## src/rtl/ioports_cmd_arbiter.sv

```systemverilog
// Round-robin sequencer sharing the port block byte command interface between two word requesters; IOARB_TIMEOUT_EN adds a read timeout.
// Write ack at T+6 (T+6+GAP_CYCLES for port 15), reads gated by ready/enout handshakes; requesters wait on held req until ack.
module ioports_cmd_arbiter #(
    parameter int GAP_CYCLES = 4,
    parameter int TIMEOUT    = 1024
) (
    input  logic        clk,
    input  logic        reset,
    input  logic        req0,
    input  logic        req1,
    input  logic        we0,
    input  logic        we1,
    input  logic [3:0]  addr0,
    input  logic [3:0]  addr1,
    input  logic [31:0] wdata0,
    input  logic [31:0] wdata1,
    output logic        ack0,
    output logic        ack1,
    output logic [31:0] rdata,
    output logic        err,
    output logic        load,
    output logic [7:0]  datain,
    output logic        ready,
    input  logic        enout,
    input  logic [7:0]  dataout
);

    typedef enum logic [2:0] {
        S_IDLE, S_CMD, S_WBYTE, S_GAP, S_RD_REQ, S_RD_LOW, S_DONE
    } state_t;

    localparam logic [3:0] GAP_LAST = 4'(GAP_CYCLES - 1);

    state_t      state_q, state_d;
    logic [1:0]  bc_q, bc_d;
    logic [3:0]  gap_q, gap_d;
    logic        last_q, last_d;
    logic        gnt_q, gnt_d;
    logic        we_q, we_d;
    logic [3:0]  addr_q, addr_d;
    logic [31:0] wdata_q, wdata_d;
    logic [31:0] shift_q, shift_d;
    logic        timed_out;

    logic        load_q, load_d;
    logic [7:0]  datain_q, datain_d;
    logic        ready_q, ready_d;
    logic        ack0_q, ack0_d;
    logic        ack1_q, ack1_d;
    logic [31:0] rdata_q, rdata_d;
    logic        err_q, err_d;

`ifdef IOARB_TIMEOUT_EN
    localparam int TW = $clog2(TIMEOUT + 1);
    logic [TW-1:0] tmo_q, tmo_d;

    always_ff @(posedge clk) begin
        if (reset) tmo_q <= '0;
        else       tmo_q <= tmo_d;
    end
`endif

    always_ff @(posedge clk) begin
        if (reset) begin
            state_q  <= S_IDLE;
            bc_q     <= 2'd0;
            gap_q    <= 4'd0;
            last_q   <= 1'b1;
            gnt_q    <= 1'b0;
            we_q     <= 1'b0;
            addr_q   <= 4'd0;
            wdata_q  <= 32'd0;
            shift_q  <= 32'd0;
            load_q   <= 1'b0;
            datain_q <= 8'd0;
            ready_q  <= 1'b0;
            ack0_q   <= 1'b0;
            ack1_q   <= 1'b0;
            rdata_q  <= 32'd0;
            err_q    <= 1'b0;
        end else begin
            state_q  <= state_d;
            bc_q     <= bc_d;
            gap_q    <= gap_d;
            last_q   <= last_d;
            gnt_q    <= gnt_d;
            we_q     <= we_d;
            addr_q   <= addr_d;
            wdata_q  <= wdata_d;
            shift_q  <= shift_d;
            load_q   <= load_d;
            datain_q <= datain_d;
            ready_q  <= ready_d;
            ack0_q   <= ack0_d;
            ack1_q   <= ack1_d;
            rdata_q  <= rdata_d;
            err_q    <= err_d;
        end
    end

    always_comb begin
        state_d   = state_q;
        bc_d      = bc_q;
        gap_d     = gap_q;
        last_d    = last_q;
        gnt_d     = gnt_q;
        we_d      = we_q;
        addr_d    = addr_q;
        wdata_d   = wdata_q;
        shift_d   = shift_q;
        timed_out = 1'b0;
        case (state_q)
            S_IDLE: begin
                if (req0 || req1) begin
                    // req1 wins only when req0 is absent or req0 was served last
                    gnt_d   = req1 && (!req0 || !last_q);
                    last_d  = gnt_d;
                    we_d    = gnt_d ? we1 : we0;
                    addr_d  = gnt_d ? addr1 : addr0;
                    wdata_d = gnt_d ? wdata1 : wdata0;
                    state_d = S_CMD;
                end
            end
            S_CMD: begin
                bc_d    = 2'd3;
                state_d = we_q ? S_WBYTE : S_RD_REQ;
            end
            S_WBYTE: begin
                if (bc_q != 2'd0) begin
                    bc_d = bc_q - 2'd1;
                end else if (addr_q == 4'hF && GAP_CYCLES > 0) begin
                    gap_d   = GAP_LAST;
                    state_d = S_GAP;
                end else begin
                    state_d = S_DONE;
                end
            end
            S_GAP: begin
                if (gap_q == 4'd0) state_d = S_DONE;
                else               gap_d   = gap_q - 4'd1;
            end
            S_RD_REQ: begin
                if (enout) begin
                    shift_d[{bc_q, 3'b000} +: 8] = dataout;
                    state_d = S_RD_LOW;
                end
            end
            S_RD_LOW: begin
                if (!enout) begin
                    if (bc_q != 2'd0) begin
                        bc_d    = bc_q - 2'd1;
                        state_d = S_RD_REQ;
                    end else begin
                        state_d = S_DONE;
                    end
                end
            end
            S_DONE:  state_d = S_IDLE;
            default: state_d = S_IDLE;
        endcase
`ifdef IOARB_TIMEOUT_EN
        // A handshake that makes progress takes priority over an expiring wait
        if ((state_q == S_RD_REQ || state_q == S_RD_LOW) && state_d == state_q
            && tmo_q == TW'(TIMEOUT - 1)) begin
            state_d   = S_DONE;
            timed_out = 1'b1;
        end
        tmo_d = ((state_q == S_RD_REQ || state_q == S_RD_LOW) && state_d == state_q)
                ? tmo_q + 1'b1 : '0;
`endif
    end

    always_comb begin
        load_d   = (state_d == S_CMD) || (state_d == S_WBYTE);
        datain_d = 8'h00;
        if (state_d == S_CMD)        datain_d = {1'b0, 2'b01, ~we_d, addr_d};
        else if (state_d == S_WBYTE) datain_d = wdata_d[{bc_d, 3'b000} +: 8];
        ready_d  = (state_d == S_RD_REQ);
        ack0_d   = (state_d == S_DONE) && !gnt_d;
        ack1_d   = (state_d == S_DONE) && gnt_d;
        rdata_d  = rdata_q;
        if (state_d == S_DONE && !we_q) rdata_d = timed_out ? 32'd0 : shift_d;
`ifdef IOARB_TIMEOUT_EN
        err_d    = (state_d == S_DONE) && timed_out;
`else
        err_d    = 1'b0;
`endif
    end

    assign load   = load_q;
    assign datain = datain_q;
    assign ready  = ready_q;
    assign ack0   = ack0_q;
    assign ack1   = ack1_q;
    assign rdata  = rdata_q;
    assign err    = err_q;

endmodule

```

## config.mk

```make
export PLATFORM = sky130hd
export DESIGN_NAME = ioports_cmd_arbiter
export DESIGN_NICKNAME = d
export VERILOG_FILES = /design/src/rtl/ioports_cmd_arbiter.sv
export SDC_FILE = /design/constraint.sdc
export NUM_CORES = 1
export LEC_CHECK = 0
export ABC_CLOCK_PERIOD_IN_PS = 3000
export CAP_MARGIN = 15
export CORE_ASPECT_RATIO = 1.25
export CORE_MARGIN = 5
export CORE_UTILIZATION = 50
export DETAILED_ROUTE_END_ITERATION = 10
export PLACE_DENSITY = 0.88
export SLEW_MARGIN = 30
export SYNTH_ARGS = -nofsm -noshare
export SYNTH_HDL_FRONTEND = slang
export SYNTH_SLANG_ARGS = --single-unit
```

## constraint.sdc

```tcl
create_clock -name clk -period 3 [get_ports clk]
set_input_delay 0.6 -clock clk [delete_from_list [all_inputs] [get_ports clk]]
set_output_delay 0.6 -clock clk [all_outputs]
set_load 0.03 [all_outputs]
```

==> Word level (Yosys, flattened, before mapping) <==
Cells that the tools add are included.
{ "classes": {"bitwise": 2, "n_mux": 32, "n_shift": 3, "add_sub_neg": 3, "n_reduce_logical": 18, "eq_ne": 13} }
{ "op_table": {"columns": ["cell", "count"], "rows": [
  ["2-to-1 mux 32 bit", 5],
  ["bitwise mux 32 bit", 1],
  ["variable shift 8 x 7 -> 32 bit (first input constant)", 1],
  ["variable part select 32 x 6 -> 8 bit", 1],
  ["variable part select 8 x 7 -> 32 bit", 1],
  ["2-to-1 mux 4 bit", 6],
  ["2-to-1 mux 3 bit", 7],
  ["case mux 3 bit (6 select lines)", 1],
  ["equality test 3 bit (second input constant)", 4],
  ["2-to-1 mux 6 bit", 2],
  ["equality test 3 x 2 -> 1 bit (second input constant)", 3],
  ["case mux 4 bit (2 select lines)", 1],
  ["negator 5 -> 7 bit", 1],
  ["equality test 3 x 1 -> 1 bit (second input constant)", 2],
  ["2-to-1 mux 2 bit", 3],
  ["inequality test 2 bit (second input constant)", 3],
  ["case mux 2 bit (3 select lines)", 1],
  ["2-to-1 mux 1 bit", 5],
  ["equality test 4 bit (second input constant)", 1],
  ["logical AND 1 bit", 4],
  ["zero test 1 bit", 4],
  ["zero test 4 bit", 1],
  ["AND reduction 4 bit", 1],
  ["nonzero test 2 bit", 2],
  ["7 further kinds", 10]
]} }
{ "word_totals": {"elab_cells": 87, "inputBits": 87, "ff_bits": 124, "output_inout_bits": 45} }

==> Logic depth before layout (Yosys ltp) <==
Gate-level depths: netlist (run 1).
{ "logic_depth": {"ltp_word": 9, "ltp_mapped": 10, "depth_no_buf": 9} }

==> Least setup slack after synthesis (run 1) <==
Ideal clock, no wire load.
{ "synth_timing": {"path_kind": "reg-to-reg", "from": "reg bc_q[0]", "to": "reg rdata_q[16], in the netlist rdata[16]", "setup_ps": 69, "setup_slack_ps": 762, "t_arrival_ps": 2168, "required_ps": 2931, "path_buffers": 1, "path_stages_with_launch": 9, "synth_period_minus_slack_ps": 2238, "cell_sequence": "dfxtp_1 > inv_1 > ha_1 > clkbuf_1 > nor4b_1 > nand3_1 > a21oi_1 > nand2_1 > o21ai_1"} }
{ "synth_via": {"elab_chain_len": 6, "word_cells_on_any_way": 13, "cone_classes": "1 x add/sub; 1 x eq/ne; 2 x shift; 7 x mux; 2 x reduce/logical"} }
{ "synth_rtl": {"columns": ["element", "line_no", "source"], "rows": [
  ["start: declaration", "35", "logic [1:0] bc_q, bc_d;"],
  ["start signal: assignment", "66", "bc_q <= 2'd0;"],
  ["start signal: assignment", "83", "bc_q <= bc_d;"],
  ["branches (longest 6 deep; another with negator 5 -> 7 bit)", null, null],
  ["end signal: assignment", "96", "rdata_q <= rdata_d;"],
  ["end: declaration", "50", "logic [31:0] rdata_q, rdata_d;"]
]} }
Parallel ways; which one is timed is not known.
A chain may end at the register's enable or synchronous reset.

==> Worst setup path in the final report (run 1) <==
{ "layout_timing": {"from": "in req1", "to": "reg datain_q[1], in the netlist datain[1]"} }
{ "layout_via": {"elab_chain_len": 7, "word_cells_on_any_way": 15, "cone_classes": "2 x eq/ne; 1 x shift; 10 x mux; 2 x reduce/logical"} }
{ "layout_rtl": {"columns": ["element", "line_no", "source"], "rows": [
  ["start: declaration", "10", "input logic req1,"],
  ["logical AND 1 bit", "116", "gnt_d = req1 && (!req0 || !last_q);"],
  ["2-to-1 mux 32 bit", "120", "wdata_d = gnt_d ? wdata1 : wdata0;"],
  ["2-to-1 mux 32 bit", "114", "if (req0 || req1) begin"],
  ["2-to-1 mux 32 bit", "112", "case (state_q)"],
  ["variable part select 32 x 6 -> 8 bit", "177", "else if (state_d == S_WBYTE) datain_d = wdata_d[{bc_d, 3'b000} +: 8];"],
  ["2-to-1 mux 6 bit", "177", null],
  ["2-to-1 mux 6 bit (*)", "176", "if (state_d == S_CMD) datain_d = {1'b0, 2'b01, ~we_d, addr_d};"],
  ["end signal: assignment", "92", "datain_q <= datain_d;"],
  ["end: declaration", "46", "logic [7:0] datain_q, datain_d;"]
]} }
Mark *: on every way between the ends. The rest lies on a longest branch, timed or not.

==> flow_metrics.py, run 1 <==
metrics = {
    "timing": {
        "min_period_ns": 2.54,
        "final-max-slew-violation-count": 0,
        "worstMarginPinSlew_ns": 0.821,
        "period_share_pct": 84.7,
        "rsz0062_at_grt": "false",
        "maxSlewHeadroom_pct": 44.7,
        "finalClockSkew_ns": 0.00706,
        "max_freq_ghz": 0.394,
        "setup_viol": 0,
        "finalHoldViolCount": 0,
        "tns_ns": 0,
    },
    "clocking": {
        "clock_latency_ns": 0.41,
        "clock_path_buffers": 2,
        "cts_resized": 0,
        "cts_setup_buffers": 0,
        "cts-root-buf": "clkbuf_16",
        "cts_tree": "done",
        "htree_levels": 4,
        "numClockSinks": 124,
        "clk_pin_slew_ns": 0.05,
        "hold_buffers": 0,
        "numCtsBuffers": 17,
    },
    "placement": {
        "port_buffers": 130,
        "gp_congestion": 0.899,
        "dpl_cell_area_um2": 6820,
        "hpwl_mm": 10.3,
    },
    "synthesis": {
        "synth-seq-cells": 124,
        "yosysTopAreaCellShare_pct": 45.8,
        "ys_top_cells_by_count": "124 x dfxtp_1, 124 x nand2_1, 68 x nor2_1",
        "ys_types": 64,
        "synth_area_leaders": "dfxtp_1 46%, nand2_1 8.6%, nor2_1 4.7%, a21oi_1 4.4%, nand2b_1 3.0%",
        "syn-num-nets": 743,
        "synth_cells": 649,
        "synth_area_leader_cell": "dfxtp_1",
        "synth_edf_count": 0,
        "synth_area_um2": 5420,
        "yosysSeqAreaShare_pct": 45.8,
        "syn_avg_cell_area_um2": 8.35,
        "synth_warnings": 0,
        "ys_async_sr_fraction_pct": 0,
        "synth_flop_cell": "dfxtp_1",
    },
    "detailed_routing": {
        "drc": 0,
        "wire_per_inst_um": 15.7,
        "viasPerCell": 5.54,
        "vias": 5050,
        "drt_wl_total_mm": 14.3,
        "drt-pass1-iter-count": 5,
        "detail_route.iter0.violations": 171,
        "ant_nets": 0,
    },
    "power_and_ir_drop": {
        "p_leak_nw": 2.80,
        "peakVddDrop_uv": 391,
        "p_int_w": 0.00352,
        "powerDensity_nw_per_um2": 678,
        "p_sw_share_pct": 29.7,
        "p_clk_share_pct": 38.0,
        "p_comb_share_pct": 24.0,
        "seq_power_share_pct": 38.0,
        "p_switching_w": 0.00148,
    },
    "final_layout": {
        "fin_util_pct": 69.5,
        "nets": 861,
        "area_growth_pct": 36.0,
        "drive_gt1_share_pct": 8.22,
        "fin_area_um2": 7370,
        "diodes": 0,
    },
    "run_status": {
        "status": "complete, no violations",
    },
    "setup_path": {
        "critical_path_required_ns": 3.27,
        "crit_chain": "clkdlybuf4s50_1, a21boi_4, mux2_2, mux2i_1, nor2_1, a211oi_1, o22a_1, a31oi_1",
        "path_max_fanout": 5,
        "slowest_delay_ns": 0.59,
        "crit_slowest_cell": "clkdlybuf4s50_1",
        "critPathKind": "input pin to register",
        "end_kind": "register",
        "critPathArrivalTime_ns": 2.81,
        "start_kind": "input pin",
    },
    "die": {
        "die_area_um2": 13000,
        "core_um2": 10600,
        "initial_core_util_pct": 51.1,
        "die_y_um": 126,
        "ios": 132,
        "num_rows": 42,
        "die_w_um": 103,
    },
    "global_route": {
        "grt_max_degree": 103,
        "antenna_found_initial": 0,
        "grt_usage_pct": 21.9,
        "grt_pass1_vias": 4975,
        "grt_overflow": 0,
        "grt_pass1_wl_mm": 22.8,
    },
    "worst_hold_path": {
        "min_path_type": "register to register",
    },
    "run": {
        "cap_violations": 0,
    },
}
-- layout by cell type, fill, tap and decap left out, types with 14 or more instances in the layout --
cell type        count
a211oi_1            15
a311oi_1            14
nor2_1              68
o21ai_1             24
dfxtp_1            124
clkdlybuf4s50_1    129
nand2_1            124
nand3_1             27
a21oi_1             48
mux2i_1             16
clkbuf_16           17
nand2b_1            26
-- routing by layer --
metal / up-vias / global-route usage (%) / routed length [µm]
li1: 2472 / - / -
met1: 2295 / 24.9 / 5460
met2: 231 / 37.1 / 7200
met3: 52 / 5.66 / 1080
met4: 0 / 10.9 / 535
met5: - / 0 / 0
-- sequential cells by signal, indices dropped and copies added (netlist names) --
signal / cells
ack0: 1
ack1: 1
addr_q: 4
bc_q: 2
datain: 8
gap_q: 4
gnt_q: 1
last_q: 1
load: 1
rdata: 32
ready: 1
shift_q: 32
state_q: 3
wdata_q: 32
we_q: 1
-- power by group through the flow --
stage / Sequential [W] / Clock [W] / Combinational, W
after floorplan: 0.00193 / 0 / 0.000779
after global placement: 0.00192 / 0 / 0.00115
after detailed placement: 0.00193 / 0 / 0.00118
after CTS: 0.00190 / 0.00192 / 0.00120
after global routing: 0.00191 / 0.00198 / 0.00131
final: 0.00190 / 0.00190 / 0.00120
-- per-stage QoR --
step	setup WS, ns	hold WS (ns)	cells	power, W
5_1_grt	0.288	0.479	911	0.00521
6_report	0.459	0.455	911	0.00500
3_5_place_dp	0.131	0.444	880	0.00311
4_1_cts	0.497	0.459	911	0.00501
2_1_floorplan	0.762	0.411	649	0.00271
3_3_place_gp	0.198	0.429	880	0.00307
-- area by class of cell --
| cell class | instances | area [µm²] |
|---|---|---|
| clock buffers | 24 | 492 |
| clock inverters | 7 | 63.8 |
| fillers | 808 | 3240 |
| inverters | 10 | 37.5 |
| multi-input cells | 471 | 2720 |
| flip-flops and latches | 124 | 2480 |
| well taps | 132 | 165 |
| repair buffers | 143 | 1420 |
-- kinds of logic after synthesis --
group	count (synthesis)	synth area share (%)
simple gates	291	25.6
compound gates	146	17.4
flops	124	45.8
buf+inv	54	4.36
mux	23	4.62
fa+ha+maj	7	1.62
xor+xnor	3	0.485
other cells	1	0.0692
-- path summary, 6_finish.rpt --
path / start / to / slack [ns] / depth (start not counted)
worst max register to register: state_q[1] / datain[5] / 0.48 / 7
worst min-delay path: shift_q[24] / shift_q[24] / 0.46 / 2
worst min register to register: shift_q[24] / shift_q[24] / 0.46 / 2
worst max-delay path: req1 / datain[1] / 0.46 / 8
-- critical path: cells and delay by family --
| family | cells | cell delay [ns] |
|---|---|---|
| and+or+nand+nor | 1 | 0.08 |
| muxes | 2 | 0.60 |
| buffers and inverters | 1 | 0.59 |
| AOI/OAI and AO/OA | 4 | 0.93 |
Note: power is estimated with default switching activity, not from simulation.
==> inputs of run 2 (changes only) <==
ABC_CLOCK_PERIOD_IN_PS = 2570   (was 3000)
clock period = 2.57 ns   (was 3 ns; I/O delays follow)
==> run 2 against run 1 <==
  * Utilization up 1.7 points
  * Power up 21%
  * Via count up 1.4%
  * Non-clock buffer count up 17
  * Global-route usage up 1.3 points
  * Sequential cell count unchanged
  * Clock power up 24%
  * Sequential share of layout area down 0.81 points
  * Sequential power up 16%
  * First-iteration DRC count up 41%
  * Clock-buffer cell count down 5
  * Critical endpoint is now datain[0]
  * Highest routed layer unchanged
==> flow_metrics.py, run 2 (synthesized netlist as in run 1, its figures left out) <==
metrics = {
    "detailed_routing": {
        "drc": 0,
        "vias": 5123,
        "ant_nets": 0,
        "viasPerCell": 5.51,
        "drt_wl_total_mm": 14.5,
        "wire_per_inst_um": 15.6,
        "detail_route.iter0.violations": 241,
        "drt-pass1-iter-count": 6,
    },
    "timing": {
        "timing.hold.ws_ns": 0.409,
        "setup_viol": 0,
        "finalHoldViolCount": 0,
        "max_freq_ghz": 0.420,
        "maxSlewHeadroom_pct": 60.1,
        "period_share_pct": 92.5,
        "final-max-slew-violation-count": 0,
        "min_period_ns": 2.38,
        "finalClockSkew_ns": 0.00764,
        "worstMarginPinSlew_ns": 0.598,
        "rsz0062_at_grt": "false",
    },
    "final_layout": {
        "regArea_um2": 2480,
        "stdcell_count": 929,
        "filler_cell_count": 776,
        "final_cell_mix": "129 x clkdlybuf4s50_1, 124 x nand2_1, 124 x dfxtp_1",
        "area_growth_pct": 39.4,
        "drive_gt1_share_pct": 10.7,
        "nets": 878,
        "diodes": 0,
        "final_common_cell": "clkdlybuf4s50_1",
        "fin_area_um2": 7560,
        "fin_util_pct": 71.2,
        "multi_input_area_um2": 2720,
    },
    "setup_path": {
        "crit_buf_inv": 1,
        "rrSetupSlack_ns": 0.19,
        "timing.rr.start": "gap_q[0]",
        "critical_path_required_ns": 2.88,
        "critPathKind": "register to register",
        "path_max_fanout": 8,
        "crit_slowest_cell": "or3b_1",
        "slowest_delay_ns": 0.48,
        "crit_chain": "inv_1, ha_1, or3b_4, nand3_2, and4_4, nand2b_4, or3b_1, o22a_1, a31oi_1",
        "end_kind": "register",
        "r2r_end": "datain[0]",
        "start_kind": "register",
        "path_delay_family": "simple AND/OR/NAND/NOR gates",
        "reg2regPathDepth": 9,
        "critPathArrivalTime_ns": 2.69,
    },
    "global_route": {
        "met1_usage_pct": 26.3,
        "grt_usage_pct": 23.1,
        "grt_max_degree": 110,
        "antenna_found_initial": 0,
        "gr-max-usage-layer": "met2",
        "use_met3_pct": 6.37,
        "grt_pass1_vias": 5223,
        "grt_overflow": 0,
        "grt_pass1_wl_mm": 24.1,
        "use_met2_pct": 39.9,
    },
    "placement": {
        "placed_cells": 897,
        "gp_congestion": 0.881,
        "dpl_cell_area_um2": 6960,
        "port_buffers": 130,
        "hpwl_mm": 10.7,
    },
    "clocking": {
        "clk_pin_slew_ns": 0.06,
        "numCtsBuffers": 17,
        "cts_setup_buffers": 0,
        "clock_latency_ns": 0.41,
        "numClockSinks": 124,
        "hold_buffers": 0,
        "cts_tree": "done",
        "cts_resized": 0,
        "htree_levels": 4,
        "cts-root-buf": "clkbuf_16",
        "clock_path_buffers": 2,
    },
    "die": {
        "ios": 132,
        "core_um2": 10600,
        "die_w_um": 103,
        "initial_core_util_pct": 51.1,
        "die_y_um": 126,
        "num_rows": 42,
        "die_area_um2": 13000,
    },
    "run_status": {
        "status": "complete, no violations",
    },
    "power_and_ir_drop": {
        "p_switching_w": 0.00182,
        "p_comb_share_pct": 24.5,
        "p_int_w": 0.00422,
        "p_sw_share_pct": 30.1,
        "peakVddDrop_uv": 472,
        "p_leak_nw": 2.89,
        "powerDensity_nw_per_um2": 799,
        "seq_power_share_pct": 36.6,
        "p_clk_share_pct": 38.9,
        "p_total_w": 0.00604,
    },
    "worst_hold_path": {
        "hp-start": "reset",
        "min_path_type": "input pin to register",
        "whs_endpoint": "we_q",
        "hold_depth": 2,
    },
    "run": {
        "cap_violations": 0,
    },
}
[run 2: metrics by stage]
stage,worst slack (ns),setup TNS [ns]
after CTS,0.191,0
after global routing,0.00595,0
after global placement,-0.102,-0.221
final,0.192,0
after floorplan,0.332,0
after detailed placement,-0.112,-0.491
[run 2: layout make-up]
| class | count | area share (%) |
|---|---|---|
| Tap cell | 132 | 2.19 |
| Clock buffer | 19 | 5.99 |
| Multi-Input combinational cell | 471 | 35.9 |
| Clock inverter | 13 | 1.90 |
| Sequential cell | 124 | 32.9 |
| Inverter | 10 | 0.497 |
| Timing Repair Buffer | 160 | 20.6 |
[run 2: worst register-to-register path, cell delays in order (launching register included)]
cell and delay (ns):
dfxtp_1 0.32, inv_1 0.10, ha_1 0.14, or3b_4 0.39, nand3_2 0.12, and4_4 0.27, nand2b_4 0.05, or3b_1 0.48
o22a_1 0.21, a31oi_1 0.20
[run 2: power by group through the flow]
stage / registers, W / logic (W) / clock network, W
2_1_floorplan: 0.00226 / 0.000909 / 0
3_3_place_gp: 0.00224 / 0.00141 / 0
3_5_place_dp: 0.00225 / 0.00146 / 0
4_1_cts: 0.00221 / 0.00148 / 0.00238
5_1_grt: 0.00223 / 0.00161 / 0.00248
6_report: 0.00221 / 0.00148 / 0.00235
[run 2: worst max path at each step]
stage | start | to | cells past startpoint
3_5_place_dp | req0 | datain[0] | 8
5_1_grt | bc_q[1] | rdata[13] | 8
6_report | gap_q[0] | datain[0] | 9
3_3_place_gp | req0 | datain[1] | 8
4_1_cts | gap_q[0] | datain[0] | 9
2_1_floorplan | bc_q[0] | rdata[16] | 8
[run 2: layer usage]
layer  up-vias  wire [µm]
met3        48       1100
met5         -          0
met4         0        510
li1       2504          -
met1      2349       5530
met2       222       7380
